===== config.mk =====
export PLATFORM = sky130hd
export DESIGN_NAME = sync_marker_tx
export DESIGN_NICKNAME = d
export VERILOG_FILES = /design/src/rtl/sync_marker_pkg.sv /design/src/rtl/sync_marker_fifo.sv /design/src/rtl/sync_marker_tx.sv
export SDC_FILE = /design/constraint.sdc
export NUM_CORES = 1
export LEC_CHECK = 0
export CORE_MARGIN = 2
export CORE_UTILIZATION = 55
export CTS_CLUSTER_DIAMETER = 80
export CTS_CLUSTER_SIZE = 16
export DETAILED_ROUTE_END_ITERATION = 12
export MAX_ROUTING_LAYER = met4
export PLACE_DENSITY = 0.71
export SLEW_MARGIN = 10
export SYNTH_ARGS = -nofsm -noshare
export SYNTH_HDL_FRONTEND = slang
export SYNTH_SLANG_ARGS = --single-unit
export TNS_END_PERCENT = 5

===== constraint.sdc =====
create_clock -name clk -period 3.3 [get_ports clk]
set_input_delay 0.99 -clock clk [delete_from_list [all_inputs] [get_ports clk]]
set_output_delay 0.99 -clock clk [all_outputs]
set_load 0.02 [all_outputs]

===== src/rtl/sync_marker_pkg.sv =====
// Shared constants and types for the sync-marker serial transmitter.
package sync_marker_pkg;

  localparam int SYNC_W     = 5;
  localparam int SYNC_IDX_W = $clog2(SYNC_W);
  // Bit 0 goes out first, so the line sees 1,1,1,0,0.
  localparam logic [SYNC_W-1:0] SYNC_MARKER = 5'b00111;

  typedef enum logic [1:0] {
    IDLE   = 2'd0,
    SYNC   = 2'd1,
    DATA   = 2'd2,
    PARITY = 2'd3
  } tx_state_t;

  function automatic logic sync_bit(input logic [SYNC_IDX_W-1:0] idx);
    return SYNC_MARKER[idx];
  endfunction

endpackage


===== src/rtl/sync_marker_fifo.sv =====
// Small synchronous first-word-fall-through FIFO; flags are registered from
// the next occupancy so they always agree with count.
module sync_marker_fifo #(
  parameter int DATA_W = 8,
  parameter int DEPTH  = 4
) (
  input  logic                     clk,
  input  logic                     rst_n,
  input  logic                     push,
  input  logic                     pop,
  input  logic [DATA_W-1:0]        din,
  output logic [DATA_W-1:0]        dout,
  output logic [$clog2(DEPTH):0]   count,
  output logic                     full,
  output logic                     half,
  output logic                     empty
);

  localparam int AW = $clog2(DEPTH);
  localparam int CW = AW + 1;

  logic [DATA_W-1:0] mem [DEPTH];
  logic [AW-1:0]     wr_ptr;
  logic [AW-1:0]     rd_ptr;
  logic [CW-1:0]     count_nxt;
  logic              push_ok;
  logic              pop_ok;

  // A push into a full FIFO still lands when a pop frees the slot that cycle.
  assign push_ok = push && (!full || pop);
  assign pop_ok  = pop && !empty;
  assign dout    = mem[rd_ptr];

  always_comb begin
    count_nxt = count;
    if (push_ok && !pop_ok)
      count_nxt = count + 1'b1;
    else if (!push_ok && pop_ok)
      count_nxt = count - 1'b1;
  end

  always_ff @(posedge clk) begin
    if (push_ok)
      mem[wr_ptr] <= din;
  end

  always_ff @(posedge clk or negedge rst_n) begin
    if (!rst_n) begin
      wr_ptr <= '0;
      rd_ptr <= '0;
      count  <= '0;
      full   <= 1'b0;
      half   <= 1'b0;
      empty  <= 1'b1;
    end else begin
      if (push_ok) wr_ptr <= wr_ptr + 1'b1;
      if (pop_ok)  rd_ptr <= rd_ptr + 1'b1;
      count <= count_nxt;
      full  <= (count_nxt == CW'(DEPTH));
      half  <= (count_nxt >= CW'(DEPTH / 2));
      empty <= (count_nxt == '0);
    end
  end

endmodule


===== src/rtl/sync_marker_tx.sv =====
// Framed serial transmitter: 5-bit sync marker then payload LSB first.
// Optional SYNC_MARKER_TX_PARITY_EN appends an even-parity bit to each frame.
module sync_marker_tx
  import sync_marker_pkg::*;
#(
  parameter int DATA_W     = 8,
  parameter int FIFO_DEPTH = 4,
  parameter int OS_RATE    = 16
) (
  input  logic              clk,
  input  logic              rst_n,
  input  logic              en_16_x_baud,
  input  logic [DATA_W-1:0] data_in,
  input  logic              write_buffer,
  output logic              serial_out,
  output logic              buffer_full,
  output logic              buffer_half_full,
  output logic              buffer_empty,
  output logic              tx_busy,
  output logic              overflow
);

  localparam int CW   = $clog2(FIFO_DEPTH) + 1;
  localparam int OS_W = $clog2(OS_RATE);
  localparam int BC_W = $clog2((DATA_W > SYNC_W) ? DATA_W : SYNC_W);

  tx_state_t         state;
  logic [OS_W-1:0]   os_cnt;
  logic [BC_W-1:0]   bit_cnt;
  logic [DATA_W-1:0] shreg;
  logic [DATA_W-1:0] fifo_dout;
  logic [CW-1:0]     fifo_count;
  logic              has_data;
  logic              bit_done;
  logic              frame_end;
  logic              pop;
`ifdef SYNC_MARKER_TX_PARITY_EN
  logic              parity;
`endif

  sync_marker_fifo #(
    .DATA_W (DATA_W),
    .DEPTH  (FIFO_DEPTH)
  ) u_fifo (
    .clk   (clk),
    .rst_n (rst_n),
    .push  (write_buffer),
    .pop   (pop),
    .din   (data_in),
    .dout  (fifo_dout),
    .count (fifo_count),
    .full  (buffer_full),
    .half  (buffer_half_full),
    .empty (buffer_empty)
  );

  assign has_data = (fifo_count != '0);
  assign bit_done = (state != IDLE) && en_16_x_baud && (os_cnt == OS_W'(OS_RATE - 1));
`ifdef SYNC_MARKER_TX_PARITY_EN
  assign frame_end = bit_done && (state == PARITY);
`else
  assign frame_end = bit_done && (state == DATA) && (bit_cnt == BC_W'(DATA_W - 1));
`endif
  // Popping at frame end keeps consecutive frames back to back with no gap.
  assign pop = has_data && ((state == IDLE) || frame_end);

  always_ff @(posedge clk) begin
    if (pop)
      shreg <= fifo_dout;
    else if (bit_done && (state == DATA))
      shreg <= shreg >> 1;
  end

`ifdef SYNC_MARKER_TX_PARITY_EN
  always_ff @(posedge clk) begin
    if (pop)
      parity <= ^fifo_dout;
  end
`endif

  always_ff @(posedge clk or negedge rst_n) begin
    if (!rst_n) begin
      state      <= IDLE;
      os_cnt     <= '0;
      bit_cnt    <= '0;
      serial_out <= 1'b0;
      tx_busy    <= 1'b0;
      overflow   <= 1'b0;
    end else begin
      overflow <= write_buffer && buffer_full && !pop;
      if (pop) begin
        state      <= SYNC;
        bit_cnt    <= '0;
        os_cnt     <= '0;
        tx_busy    <= 1'b1;
        serial_out <= sync_bit('0);
      end else if (frame_end) begin
        state      <= IDLE;
        bit_cnt    <= '0;
        os_cnt     <= '0;
        tx_busy    <= 1'b0;
        serial_out <= 1'b0;
      end else if ((state != IDLE) && en_16_x_baud) begin
        if (!bit_done) begin
          os_cnt <= os_cnt + 1'b1;
        end else begin
          os_cnt <= '0;
          case (state)
            SYNC: begin
              if (bit_cnt == BC_W'(SYNC_W - 1)) begin
                state      <= DATA;
                bit_cnt    <= '0;
                serial_out <= shreg[0];
              end else begin
                bit_cnt    <= bit_cnt + 1'b1;
                serial_out <= sync_bit(SYNC_IDX_W'(bit_cnt + 1'b1));
              end
            end
            DATA: begin
              if (bit_cnt == BC_W'(DATA_W - 1)) begin
`ifdef SYNC_MARKER_TX_PARITY_EN
                state      <= PARITY;
                serial_out <= parity;
`endif
              end else begin
                bit_cnt    <= bit_cnt + 1'b1;
                serial_out <= shreg[1];
              end
            end
            default: ;
          endcase
        end
      end
    end
  end

endmodule


==> flow_summary.ini, run 1 <==
[power]
power_density_nw_per_um2 = 810
peakVddDrop_uv = 434
leakage_nw = 1.34

[worst_setup_path]
cp_data_arrival_time_ns = 1.61
cp_top_family = flip-flops
cp_num_buf_inv = 1
slowest_stage = dfstp_2
r2r_start = bit_cnt[1]
startpoint_type = flip-flop
cp-end-kind = output port
required_ns = 2.31
cp_cell_sequence = clkdlybuf4s50_1
worstReg2RegEnd = u_fifo.mem[0][6]
r2r_cells = 7
setup.worst_path.class = flip-flop to output port
worst-path-max-fanout = 10
reg2reg_slack_ns = 1.04
max_stage_delay_ns = 0.64

[min_path]
hp-class = flip-flop to flip-flop
worstHoldEndpoint = tx_busy
min_from = tx_busy
holdPathStages = 2

[placement]
place_ws_ns = 0.395
place_area_um2 = 3200
gp_routability_congestion = 0.823
io_buffer_count = 17
hpwl_mm = 3.65

[clock_tree]
h-tree-depth = 3
path_clk_slew_ns = 0.07
clock_latency_ns = 0.33
numCtsBuffers = 9
cts_root_buffer = clkbuf_8
post-cts-setup-buffers = 0
cts_tree = yes
holdBufCountCts = 0
clock_path_buffers = 2
cts_resized = 0
clock_sinks = 62

[yosys]
synth-async-reset-ratio = 0.355
synth-compound-area-share = 0.0986
yosys-top-cells-area = edfxtp_1 (40%), dfrtp_1 (18%), ha_1 (6.3%)
synth_cell_types = 55
synthSimpleGateAreaFrac = 0.127
synth_fa_ha_area_frac = 0.0632
ys_ff_latch = 62
synth_edf_count = 40
synth.top_cell.area_share = 0.404
avgSynthCellArea_um2 = 13.4
synth_nets = 249
yosys_warnings = 0
synth_xor_area_frac = 0.0206
muxShareOfSynthArea = 0.0716
netlist_area_um2 = 2970
synth_seq_area_share = 0.590
syn_inst = 222
synth_top_area_cell = edfxtp_1
synth_top_family_by_area = simple AND/OR/NAND/NOR gates
synthFlopType = edfxtp_1

[sta]
fin_crit_ns = 2.60
drv_slew = 0
max_freq_ghz = 0.384
tightestPinTransition_ns = 0.545
worst_slack_ns = 0.699
fin_crit_sh = 0.788
setup-tns-final_ns = 0
skew_ns = 0.0100
setup-violations-final = 0
hold_viol = 0
relSlewSlack = 0.636
rsz0062_at_grt = no

[layout]
n_fill_cell = 397
final_area_um2 = 3420
drive_gt1_frac = 0.183
nets = 273
n_antenna_cell = 0
syn2layout_area_growth_pct = 15.0

[drt]
first_pass_iters = 4
routed_wl_mm = 4.98
ant_nets = 0
routedWlPerCell_um = 15.5
route.detailed.drc = 0
vias = 1747
via_per_inst = 5.44
drt_iter0_markers = 134

[job]
maxCapViolCount = 0

[floorplanning]
initial_utilization = 0.574
core-area_um2 = 5170
die_width_um = 77.5
die_h_um = 77.5
dieArea_um2 = 6000
io_pins = 18
rows = 26

[grt]
grt_max_degree = 23
antenna_found_initial = 0
grt_pass1_vias = 1785
grt_use_total = 0.191
grt_pass1_wl_mm = 8.42
overflow = 0

[run_status]
outcome = complete, no violations
area by class of cell:
class                   count  area (µm²)  share of cell area
clock buffers              11         131              0.0384
flip-flops and latches     62        1750               0.513
clock inverters             5        83.8              0.0245
inverters                  10        37.5              0.0110
multi-input cells         143        1130               0.331
repair buffers             20         193              0.0564
well taps                  70        87.6              0.0256
layout by cell type (no fill, tap or decap), types with 2 or more instances in the layout:
master           count
and3_1               2
o21ai_1              3
and3_4               2
and2_1               4
nor2b_1              2
nand2_1             33
clkbuf_8             9
nand2b_1             2
a31oi_1              2
clkbuf_1             2
bufinv_16            2
ha_1                15
o21ai_0              6
clkdlybuf4s50_1     17
xnor2_1              5
dfrtp_1             21
o211ai_1             3
a21oi_1              6
and2_4               2
nand3b_1             3
buf_4                3
xor2_1               2
nor3_1               2
inv_1                9
nor2_2               2
mux4_2               8
o22ai_1              2
edfxtp_1            40
nor2_1               7
clkinvlp_4           2
nand3_1              6
per-stage QoR:
step	power, mW	std cells	hold slack (ns)	utilization
floorplan	1.86	222	0.490	-
finish	2.77	321	0.491	0.661
detailed placement	2.08	305	0.477	0.619
global placement	2.06	305	0.462	0.619
CTS	2.80	321	0.492	0.661
global route	2.94	321	0.521	0.661
how the worst max path moves through the flow:
stage	start	to	slack [ns]	cells past startpoint
2_1_floorplan	write_buffer	u_fifo.half	1.15	6
3_3_place_gp	en_16_x_baud	u_fifo.mem[0][3]	0.42	5
3_5_place_dp	en_16_x_baud	u_fifo.mem[0][4]	0.39	5
4_1_cts	u_fifo.empty	buffer_empty	0.68	1
5_1_grt	en_16_x_baud	u_fifo.mem[0][6]	0.64	5
6_report	u_fifo.empty	buffer_empty	0.70	1
cells in the mapped netlist, types with 3 or more instances:
| library cell | count |
|---|---|
| edfxtp_1 | 40 |
| nand2_1 | 33 |
| dfrtp_1 | 21 |
| ha_1 | 15 |
| inv_1 | 9 |
| mux4_2 | 8 |
| nor2_1 | 7 |
| a21oi_1 | 6 |
| nand3_1 | 6 |
| o21ai_0 | 6 |
| xnor2_1 | 5 |
| and2_1 | 4 |
| buf_2 | 3 |
| nand3b_1 | 3 |
| o211ai_1 | 3 |
| o21ai_1 | 3 |
per-layer routing:
| metal | up-vias | track usage | share of wire | wire length (µm) |
|---|---|---|---|---|
| met5 | - | - | 0 | 0 |
| met4 | 0 | 0.0714 | 0.0096 | 48 |
| met3 | 6 | 0.0547 | 0.035 | 175 |
| met2 | 35 | 0.297 | 0.50 | 2460 |
| met1 | 848 | 0.240 | 0.46 | 2290 |
| li1 | 858 | - | - | - |
cells by family after synthesis:
logic type	count (synthesis)
flip-flops	62
XOR/XNOR	7
buffers and inverters	17
adder cells (fa/ha/maj)	15
AND/OR/NAND/NOR	73
AO/OA/AOI/OAI	37
multiplexers	11
sequential cells by signal (all words and copies together) (netlist names), 2 cells and up:
signal and count:
u_fifo.mem 32, shreg 8, os_cnt 4, bit_cnt 3
u_fifo.count 3, state 2, u_fifo.rd_ptr 2, u_fifo.wr_ptr 2
where the power goes:
part / total [mW] / internal (mW) / switching, mW
logic: 0.840 / 0.414 / 0.426
registers: 1.22 / 1.05 / 0.170
clock network: 0.707 / 0.427 / 0.281
total: 2.77 / 1.89 / 0.877
Note: power is estimated with default switching activity, not from simulation.
==> inputs of run 2 (changes only) <==
Settings changed: CORE_UTILIZATION 55 to 53.
Clock period 3.3 ns to 2.31 ns, I/O delays scaled along.
==> run 2 against run 1 <==
Register-to-register slack worse by 0.79 ns. Routed wire length is 0.98% higher. Die area is 3.6% higher. Critical endpoint is now u_fifo.full. Largest power group unchanged.
==> flow_summary.ini, run 2 (synthesis results as in run 1) <==
[run_status]
outcome = complete, no violations

[layout]
drive_gt1_frac = 0.247
n_antenna_cell = 0
final_area_um2 = 3620
largest_reg_flops = 32
final_core_util = 0.662
top_regs = u_fifo.mem (32), shreg (8), os_cnt (4)
final_common_cell = edfxtp_1
top_register = u_fifo.mem
nets = 293
layout_common_cells = edfxtp_1 (40), nand2_1 (33), dfrtp_1 (21), buf_4 (19), clkdlybuf4s50_1 (16)
syn2layout_area_growth_pct = 22.0

[min_path]
min_from = tx_busy
holdPathStages = 2
hp-class = flip-flop to flip-flop
worstHoldEndpoint = tx_busy

[floorplanning]
initial_utilization = 0.543
rows = 27
die_width_um = 78.9
die_h_um = 78.9
core-area_um2 = 5470
dieArea_um2 = 6220
io_pins = 18

[drt]
routed_wl_mm = 5.03
drt_iter0_markers = 132
route.detailed.drc = 0
routedWlPerCell_um = 14.7
via_per_inst = 5.26
first_pass_iters = 4
ant_nets = 0
vias = 1803

[worst_setup_path]
r2r_start = bit_cnt[1]
startpoint_type = flip-flop
cp_data_arrival_time_ns = 2.32
max_stage_delay_ns = 0.41
required_ns = 2.57
cp_cell_sequence = ha_1 > ha_1 > and2_4 > a31o_4 > buf_4 > a2111oi_4 > o21ai_1 > a21oi_1
cp-end-kind = flip-flop
critPathLaunch = bit_cnt[1]
reg2reg_slack_ns = 0.25
r2r_cells = 8
slowest_stage = dfrtp_1
crit_top_cell = ha_1
setup.worst_path.class = flip-flop to flip-flop
worstReg2RegEnd = u_fifo.full
worst-path-max-fanout = 7

[power]
internal_power_mw = 2.83
switching_share = 0.316
pwr-share-comb = 0.335
power_switching_mw = 1.31
clockPowerShare = 0.250
power_density_nw_per_um2 = 1140
peakVddDrop_uv = 738
p_seq_frac = 0.415
leakage_nw = 1.47

[grt]
grt_pass1_vias = 1848
antenna_found_initial = 0
grt_max_degree = 23
overflow = 0
grt_use_total = 0.190
grt_pass1_wl_mm = 8.81

[sta]
rsz0062_at_grt = no
tightestPinTransition_ns = 0.563
drv_slew = 0
max_freq_ghz = 0.487
skew_ns = 0.0100
hold_viol = 0
timing.hold.ws_ns = 0.494
setup-violations-final = 0
fin_crit_sh = 0.890
relSlewSlack = 0.625
fin_crit_ns = 2.06

[placement]
hpwl_mm = 3.75
place_area_um2 = 3400
gp_routability_congestion = 0.855
io_buffer_count = 17

[job]
maxCapViolCount = 0

[clock_tree]
clock_path_buffers = 2
clock_latency_ns = 0.34
path_clk_slew_ns = 0.07
numCtsBuffers = 9
clock_sinks = 62
h-tree-depth = 3
cts_tree = yes
cts_root_buffer = clkbuf_8
[run 2: changes by cell type in the layout (fill, tap and decap cells not counted)]
cell and delta:
buf_12 +4, buf_4 +16, clkbuf_1 -2, clkdlybuf4s50_1 -1, clkinv_1 +1, clkinv_4 +1, clkinvlp_4 -1, dlygate4sd2_1 +1
inv_6 +1
[run 2: final cells by class]
cell class | instances | area [µm²]
flip-flops and latches | 62 | 1750
clock inverters | 7 | 97.6
inverters | 10 | 37.5
multi-input cells | 143 | 1130
clock buffers | 9 | 124
fillers | 425 | 1850
well taps | 72 | 90.1
repair buffers | 40 | 392
[run 2: worst max-delay path: cells and delay by family, from the launching register on]
family	cells	cell delay, ns
AO/OA/AOI/OAI	4	0.85
adder cells (fa/ha/maj)	2	0.39
buffers and inverters	1	0.16
flip-flops	1	0.41
AND/OR/NAND/NOR	1	0.16
[run 2: how the worst max path moves through the flow]
stage,end,slack (ns)
floorplan,u_fifo.mem[0][0],0.36
global placement,u_fifo.mem[1][1],0.007
detailed placement,u_fifo.mem[0][4],-0.02
CTS,u_fifo.full,0.25
global route,u_fifo.full,0.07
finish,u_fifo.full,0.25
[run 2: power groups by stage]
stage	Combinational, mW	Clock [mW]	Sequential, mW
detailed placement	1.41	0	1.75
global placement	1.37	0	1.74
finish	1.39	1.04	1.72
global route	1.55	1.10	1.77
floorplan	0.985	0	1.68
CTS	1.41	1.05	1.73
[run 2: what timing repair did]
action / CTS / global route
gates resized for setup: 1 / 0
hold buffers: 0 / 0
setup buffers: 0 / 0
endpoints found under the setup margin: 1 / 0
[run 2: through the flow]
step / setup WS, ns / TNS (ns) / total power [mW] / std cells
finish: 0.255 / 0 / 4.14 / 343
global route: 0.0734 / 0 / 4.41 / 343
CTS: 0.248 / 0 / 4.19 / 343
detailed placement: -0.0182 / -0.356 / 3.15 / 327
global placement: 0.00739 / 0 / 3.11 / 327
floorplan: 0.357 / 0 / 2.66 / 222
[run 2: metal layers]
layer  routed length (µm)  global-route usage  vias to the layer above
met4                   41              0.0724                        0
li1                     -                   -                      901
met2                 2390               0.282                       30
met5                    0                   -                        -
met1                 2440               0.263                      866
met3                  153              0.0409                        6
